[src/rtl/watch_core.sv]
// -----------------------------------------------------------------------------
// watch_core
// Time-keeping datapath for the watch. Two time bases run here:
//   * a 1/100 s stopwatch (MM:SS.CC). The run, display and clear levels from the
//     button controller drive it through a small IDLE/RUN/PAUSE state machine.
//   * a 24 h clock (HH:MM:SS) that runs all the time.
// Four registered BCD digits, the decimal-point mask and the colon go to the
// FND driver.
//
// Parameters
//   CLK_HZ   input clock frequency
//   TICK_HZ  base tick rate; one stopwatch centisecond per tick
//
// Ports
//   clk       in   system clock
//   rst       in   synchronous reset, active low
//   run_md    in   level: 1 = stopwatch running, 0 = stopped
//   disp_md   in   level: 0 = stopwatch view, 1 = clock view
//   clr_on    in   level: clear request, honoured only in PAUSE with run_md = 0
//   digits    out  BCD {d3,d2,d1,d0}, d3 leftmost
//   dp_mask   out  decimal point per digit, bit3 = d3
//   colon     out  colon LED, blinks at 1 Hz in clock view
//   sw_state  out  00 IDLE, 01 RUN, 10 PAUSE
// -----------------------------------------------------------------------------
module watch_core #(
    parameter int CLK_HZ  = 100_000_000,
    parameter int TICK_HZ = 100
) (
    input  logic        clk,
    input  logic        rst,
    input  logic        run_md,
    input  logic        disp_md,
    input  logic        clr_on,
    output logic [15:0] digits,
    output logic [3:0]  dp_mask,
    output logic        colon,
    output logic [1:0]  sw_state
);

    localparam int DIV_MAX = CLK_HZ / TICK_HZ - 1;
    localparam int DIV_W   = (DIV_MAX > 0) ? $clog2(DIV_MAX + 1) : 1;
    localparam int SUB_W   = (TICK_HZ > 1) ? $clog2(TICK_HZ) : 1;

    typedef enum logic [1:0] {
        SW_IDLE  = 2'b00,
        SW_RUN   = 2'b01,
        SW_PAUSE = 2'b10
    } sw_state_t;

    // ---------------------------------------------------------------- tick
    // Free-running divider. The run and clear levels never touch it, so the
    // first stopwatch increment after a start lands anywhere within one tick
    // period.
    logic [DIV_W-1:0] div_reg, div_next;
    logic             tick;

    assign tick = (div_reg == DIV_W'(DIV_MAX));

    always_comb begin
        div_next = div_reg + 1'b1;
        if (tick) begin
            div_next = '0;
        end
    end

    // --------------------------------------------------------------- clock
    logic [SUB_W-1:0] clk_sub_reg, clk_sub_next;
    logic [5:0]       clk_sec_reg, clk_sec_next;
    logic [5:0]       clk_min_reg, clk_min_next;
    logic [4:0]       clk_hour_reg, clk_hour_next;

    always_comb begin
        clk_sub_next  = clk_sub_reg;
        clk_sec_next  = clk_sec_reg;
        clk_min_next  = clk_min_reg;
        clk_hour_next = clk_hour_reg;
        if (tick) begin
            if (clk_sub_reg == SUB_W'(TICK_HZ - 1)) begin
                clk_sub_next = '0;
                if (clk_sec_reg == 6'd59) begin
                    clk_sec_next = '0;
                    if (clk_min_reg == 6'd59) begin
                        clk_min_next  = '0;
                        clk_hour_next = (clk_hour_reg == 5'd23) ? 5'd0 : clk_hour_reg + 5'd1;
                    end else begin
                        clk_min_next = clk_min_reg + 6'd1;
                    end
                end else begin
                    clk_sec_next = clk_sec_reg + 6'd1;
                end
            end else begin
                clk_sub_next = clk_sub_reg + 1'b1;
            end
        end
    end

    // ------------------------------------------------------ stopwatch FSM
    sw_state_t state_reg, state_next;
    logic      sw_count;   // advance the stopwatch by one centisecond
    logic      sw_clear;   // force stopwatch counters to zero

    always_comb begin
        state_next = state_reg;
        sw_count   = 1'b0;
        sw_clear   = 1'b0;
        case (state_reg)
            SW_IDLE: begin
                sw_clear = 1'b1;
                if (run_md) begin
                    state_next = SW_RUN;
                end
            end
            SW_RUN: begin
                // A tick in the cycle run_md drops is discarded.
                if (!run_md) begin
                    state_next = SW_PAUSE;
                end else if (tick) begin
                    sw_count = 1'b1;
                end
            end
            SW_PAUSE: begin
                // Run has priority over clear when both are requested.
                if (run_md) begin
                    state_next = SW_RUN;
                end else if (clr_on) begin
                    state_next = SW_IDLE;
                    sw_clear   = 1'b1;
                end
            end
            default: begin
                state_next = SW_IDLE;
                sw_clear   = 1'b1;
            end
        endcase
    end

    // -------------------------------------------------- stopwatch counters
    logic [6:0] sw_csec_reg, sw_csec_next;
    logic [5:0] sw_sec_reg, sw_sec_next;
    logic [5:0] sw_min_reg, sw_min_next;

    always_comb begin
        sw_csec_next = sw_csec_reg;
        sw_sec_next  = sw_sec_reg;
        sw_min_next  = sw_min_reg;
        if (sw_clear) begin
            sw_csec_next = '0;
            sw_sec_next  = '0;
            sw_min_next  = '0;
        end else if (sw_count) begin
            if (sw_csec_reg == 7'd99) begin
                sw_csec_next = '0;
                if (sw_sec_reg == 6'd59) begin
                    sw_sec_next = '0;
                    sw_min_next = (sw_min_reg == 6'd59) ? 6'd0 : sw_min_reg + 6'd1;
                end else begin
                    sw_sec_next = sw_sec_reg + 6'd1;
                end
            end else begin
                sw_csec_next = sw_csec_reg + 7'd1;
            end
        end
    end

    // --------------------------------------------------------- display mux
    // field_bin[13:7] feeds d3:d2 and field_bin[6:0] feeds d1:d0. All
    // fields are below 100, so the tens/ones split always yields digits 0..9.
    logic [13:0] field_bin;
    logic [15:0] digits_next;
    logic [3:0]  dp_next;
    logic        colon_next;

    always_comb begin
        field_bin  = {1'b0, sw_sec_reg, sw_csec_reg};
        dp_next    = 4'b0100;
        colon_next = 1'b0;
        if (disp_md) begin
            field_bin  = {2'b00, clk_hour_reg, 1'b0, clk_min_reg};
            dp_next    = 4'b0000;
            colon_next = (clk_sub_reg < SUB_W'(TICK_HZ / 2));
        end else if (sw_min_reg != 6'd0) begin
            field_bin = {1'b0, sw_min_reg, 1'b0, sw_sec_reg};
        end
    end

    for (genvar gi = 0; gi < 2; gi++) begin : g_bcd
        logic [6:0] bin_val;
        logic [3:0] tens_val;
        logic [3:0] ones_val;
        assign bin_val  = field_bin[gi*7 +: 7];
        assign tens_val = 4'(bin_val / 7'd10);
        assign ones_val = 4'(bin_val % 7'd10);
        assign digits_next[gi*8 +: 8] = {tens_val, ones_val};
    end

    // ------------------------------------------------------------ registers
    logic [15:0] digits_reg;
    logic [3:0]  dp_reg;
    logic        colon_reg;

    always_ff @(posedge clk) begin
        if (!rst) begin
            div_reg      <= '0;
            clk_sub_reg  <= '0;
            clk_sec_reg  <= '0;
            clk_min_reg  <= '0;
            clk_hour_reg <= '0;
            state_reg    <= SW_IDLE;
            sw_csec_reg  <= '0;
            sw_sec_reg   <= '0;
            sw_min_reg   <= '0;
            digits_reg   <= 16'h0000;
            dp_reg       <= 4'b0100;
            colon_reg    <= 1'b0;
        end else begin
            div_reg      <= div_next;
            clk_sub_reg  <= clk_sub_next;
            clk_sec_reg  <= clk_sec_next;
            clk_min_reg  <= clk_min_next;
            clk_hour_reg <= clk_hour_next;
            state_reg    <= state_next;
            sw_csec_reg  <= sw_csec_next;
            sw_sec_reg   <= sw_sec_next;
            sw_min_reg   <= sw_min_next;
            digits_reg   <= digits_next;
            dp_reg       <= dp_next;
            colon_reg    <= colon_next;
        end
    end

    assign digits   = digits_reg;
    assign dp_mask  = dp_reg;
    assign colon    = colon_reg;
    assign sw_state = state_reg;

endmodule

[config.mk]
export PLATFORM = sky130hd
export DESIGN_NAME = watch_core
export DESIGN_NICKNAME = d
export VERILOG_FILES = /design/src/rtl/watch_core.sv
export SDC_FILE = /design/constraint.sdc
export NUM_CORES = 1
export LEC_CHECK = 0
export ABC_AREA = 1
export CAP_MARGIN = 25
export CORE_ASPECT_RATIO = 0.5
export CORE_MARGIN = 4
export CORE_UTILIZATION = 40
export DETAILED_ROUTE_END_ITERATION = 7
export GPL_TIMING_DRIVEN = 0
export REMOVE_ABC_BUFFERS = 1
export SYNTH_ARGS = -nofsm -noshare
export SYNTH_HDL_FRONTEND = slang
export SYNTH_SLANG_ARGS = --single-unit
[constraint.sdc]
create_clock -name clk -period 8.65 [get_ports clk]
set_input_delay 0.865 -clock clk [delete_from_list [all_inputs] [get_ports clk]]
set_output_delay 0.865 -clock clk [all_outputs]
set_load 0.01 [all_outputs]
==> flow_metrics.env <==
export IMPL_status="completed"
export IMPL_p_leak_nw=2.03
export IMPL_synth_area_sq_um=4710
export IMPL_synthTopCellsByArea="dfxtp_1, nand2_1, inv_1"
export IMPL_setup_viol=0
export IMPL_post_cts_setup_buffers=0
export IMPL_clkSinkCount=82
export IMPL_setup_tns_ns=0
export IMPL_seq_area_sq_um=1640
export IMPL_synth_fa_ha_area_share_pct=3.98
export IMPL_powerDensity_nw_per_um2=157
export IMPL_maxCapViolCount=0
export IMPL_ys_ff_latch=82
export IMPL_dp_slack_ns=3.74
export IMPL_wire_per_inst_um=11.4
export IMPL_worstReg2RegEnd="digits[1]"
export IMPL_path_max_fanout=16
export IMPL_cts_resized=0
export IMPL_finalMaxSlewViolations=0
export IMPL_final_cell_count_no_fill=859
export IMPL_clock_latency_ns=0.33
export IMPL_numPortBuffers=23
export IMPL_drtIter0Drc=234
export IMPL_drt_total_wl_um=9790
export IMPL_vias=4134
export IMPL_async_reset_ff_share_pct=0
export IMPL_clock_skew_final_ns=0.00874
export IMPL_antenna_left=0
export IMPL_cts_buffers=9
export IMPL_clock_tree_root_cell="clkbuf_16"
export IMPL_cp_start_kind="primary input"
export IMPL_clock_path_buffers=2
export IMPL_max_freq_mhz=220
export IMPL_grt_pass1_wl_um=17300
export IMPL_synth_common_cells="nand2_1, inv_1, nor2_1, dfxtp_1, a21oi_1"
export IMPL_cts_clk_slew_worst_paths_ns=0.06
export IMPL_row_count=27
export IMPL_pin_count=28
export IMPL_worstMarginPinSlew_ns=0.869
export IMPL_crit_end="digits[1]"
export IMPL_synth_flop_cell="dfxtp_1"
export IMPL_fin_hold_ws_ns=0.456
export IMPL_start_util_pct=41.9
export IMPL_antenna_found_initial=0
export IMPL_synth_cell_types=47
export IMPL_syn_inst=670
export IMPL_core_area_sq_um=11200
export IMPL_die_h_um=84.7
export IMPL_startpoint="disp_md"
export IMPL_area_growth_pct=14.2
export IMPL_endpoint_kind="flip-flop"
export IMPL_yosysMostFrequentCell="nand2_1"
export IMPL_synthMuxAreaShare_pct=0
export IMPL_die_x_um=161
export IMPL_die_area_sq_um=13700
export IMPL_hold_class="reg2reg"
export IMPL_hold_violations=0
export IMPL_yosysTopAreaCell="dfxtp_1"
export IMPL_place_hpwl_um=7520
export IMPL_grt_max_degree=22
export IMPL_synth_xor_area_share_pct=1.30
export IMPL_rr_worst_depth=28
export IMPL_path_class="in2reg"
export IMPL_synth_top_family_by_area="simple AND/OR/NAND/NOR gates"
export IMPL_cts_tree="built"
export IMPL_first_global_vias=3937
export IMPL_relSlewSlack_pct=41.9
export IMPL_rsz0062_at_grt="no"
export IMPL_htree_levels=3
export IMPL_yosysWarnings=0
export IMPL_placed_cells=843
export IMPL_drc=0
export IMPL_drive_gt1_share_pct=11.9
export IMPL_critPathRequiredTime_ns=8.87
export IMPL_overflow=0
export IMPL_period_needed_ns=4.56
export IMPL_final_nets=715
export IMPL_largest_reg_flops=20
export IMPL_netlist_area_leader_share_pct=34.8
export IMPL_synth_edf_count=0
export IMPL_multi_input_area_sq_um=2600
export IMPL_r2r_start="sw_min_reg[0]"
export IMPL_drtPass1Iterations=4
export IMPL_r2r_setup_slack_ns=4.85
export IMPL_gr_usage_all_layers_pct=15.2
export IMPL_setup_ws_ns=4.09
export IMPL_synth_simple_area_share_pct=37.8
export IMPL_worstPathArrival_ns=4.78
export IMPL_vias_per_cell=4.81
export IMPL_cts_hold_buf=0
export IMPL_synth_compound_area_share_pct=11.8
export IMPL_ys_seq_area_share_pct=34.8
export IMPL_irDropWorstVdd_v=0.0000725
export IMPL_place_congestion=0.825
export IMPL_num_fill_cells=1151
export IMPL_post_route_period_util_pct=52.7
export IMPL_syn_area_per_cell_sq_um=7.03
export IMPL_antenna_cells=0
==> stage by stage <==
step | total power (W) | util, % | area, sq um
after global placement | 0.000470 | 45.2 | 5080
after detailed placement | 0.000471 | 45.2 | 5080
after global routing | 0.000881 | 47.8 | 5380
after CTS | 0.000852 | 47.8 | 5380
after floorplan | 0.000446 | - | 4650
final | 0.000842 | 47.8 | 5380
==> metal layers <==
metal	wire [um]	part of all wire, %	global-route usage [%]	vias up
li1	-	-	-	2228
met1	5010	51	19.3	1850
met2	4380	45	25.9	50
met3	309	3.2	3.43	6
met4	94	0.96	4.64	0
met5	0	0	0	-
==> cell families after synthesis <==
group / Yosys count
AND/OR/NAND/NOR: 356
buffers and inverters: 121
adder cells (fa/ha/maj): 15
AO/OA/AOI/OAI: 88
other: 1
flip-flops: 82
XOR/XNOR: 7
==> worst max-delay path, stage by stage <==
cell             delay (ns)
clkdlybuf4s50_1        0.66
inv_2                  0.41
nand2_1                0.11
nor3_2                 0.31
nand3_2                0.14
nand2_4                0.11
inv_1                  0.06
ha_1                   0.24
nor2_4                 0.12
nand2_2                0.07
nand2_4                0.10
nand2_4                0.06
nand2_2                0.07
and2_4                 0.16
ha_1                   0.16
nand2_1                0.06
nand2_1                0.07
nand3_2                0.10
nand2_2                0.11
nand2_1                0.07
and2_1                 0.15
ha_1                   0.21
nand2_1                0.09
nand2_2                0.08
a21oi_1                0.13
nor2_1                 0.05
==> area by class of cell <==
cell class | instances | area share, %
clock buffer | 12 | 4.58
clock inverter | 4 | 0.954
inverter | 109 | 7.61
multi-input combinational | 470 | 48.3
sequential | 82 | 30.5
tap | 159 | 3.70
timing repair buffer | 23 | 4.28
==> cells in the final DEF (no fill, tap or decap), drive strengths merged <==
| master | n |
|---|---|
| inv | 108 |
| xor2 | 5 |
| clkdlybuf4s50 | 23 |
| clkinv | 3 |
| nor4 | 6 |
| o21a | 4 |
| nor2 | 96 |
| bufinv | 1 |
| o21ai | 25 |
| nand3 | 48 |
| a311oi | 1 |
| or2 | 3 |
| nand2 | 133 |
| nor3b | 15 |
| xnor2 | 2 |
| dfxtp | 82 |
| o211a | 1 |
| clkinvlp | 1 |
| and2 | 3 |
| o211ai | 2 |
| a22oi | 1 |
| a21oi | 43 |
| conb | 4 |
| nor3 | 27 |
| clkbuf | 12 |
| a211oi | 6 |
| a31oi | 2 |
| o21bai | 2 |
| nand3b | 3 |
| ha | 15 |
| nand4 | 22 |
| a221oi | 1 |
==> where the power goes <==
group | leakage, nW | switching [W] | internal [W]
Clock | 0.143 | 0.000149 | 0.000232
Sequential | 0.664 | 0.00000222 | 0.000385
Combinational | 1.22 | 0.0000449 | 0.0000299
Total | 2.03 | 0.000196 | 0.000646
==> worst min path at each step <==
stage	startpoint	endpoint	slack (ns)	cells after the start
3_5_place_dp	div_reg[0]	div_reg[0]	0.45	1
4_1_cts	div_reg[0]	div_reg[0]	0.46	1
3_3_place_gp	div_reg[0]	div_reg[0]	0.43	1
5_1_grt	div_reg[0]	div_reg[0]	0.47	1
2_1_floorplan	div_reg[0]	div_reg[0]	0.42	1
6_report	div_reg[0]	div_reg[0]	0.46	1
(Power assumes the default switching activity.)
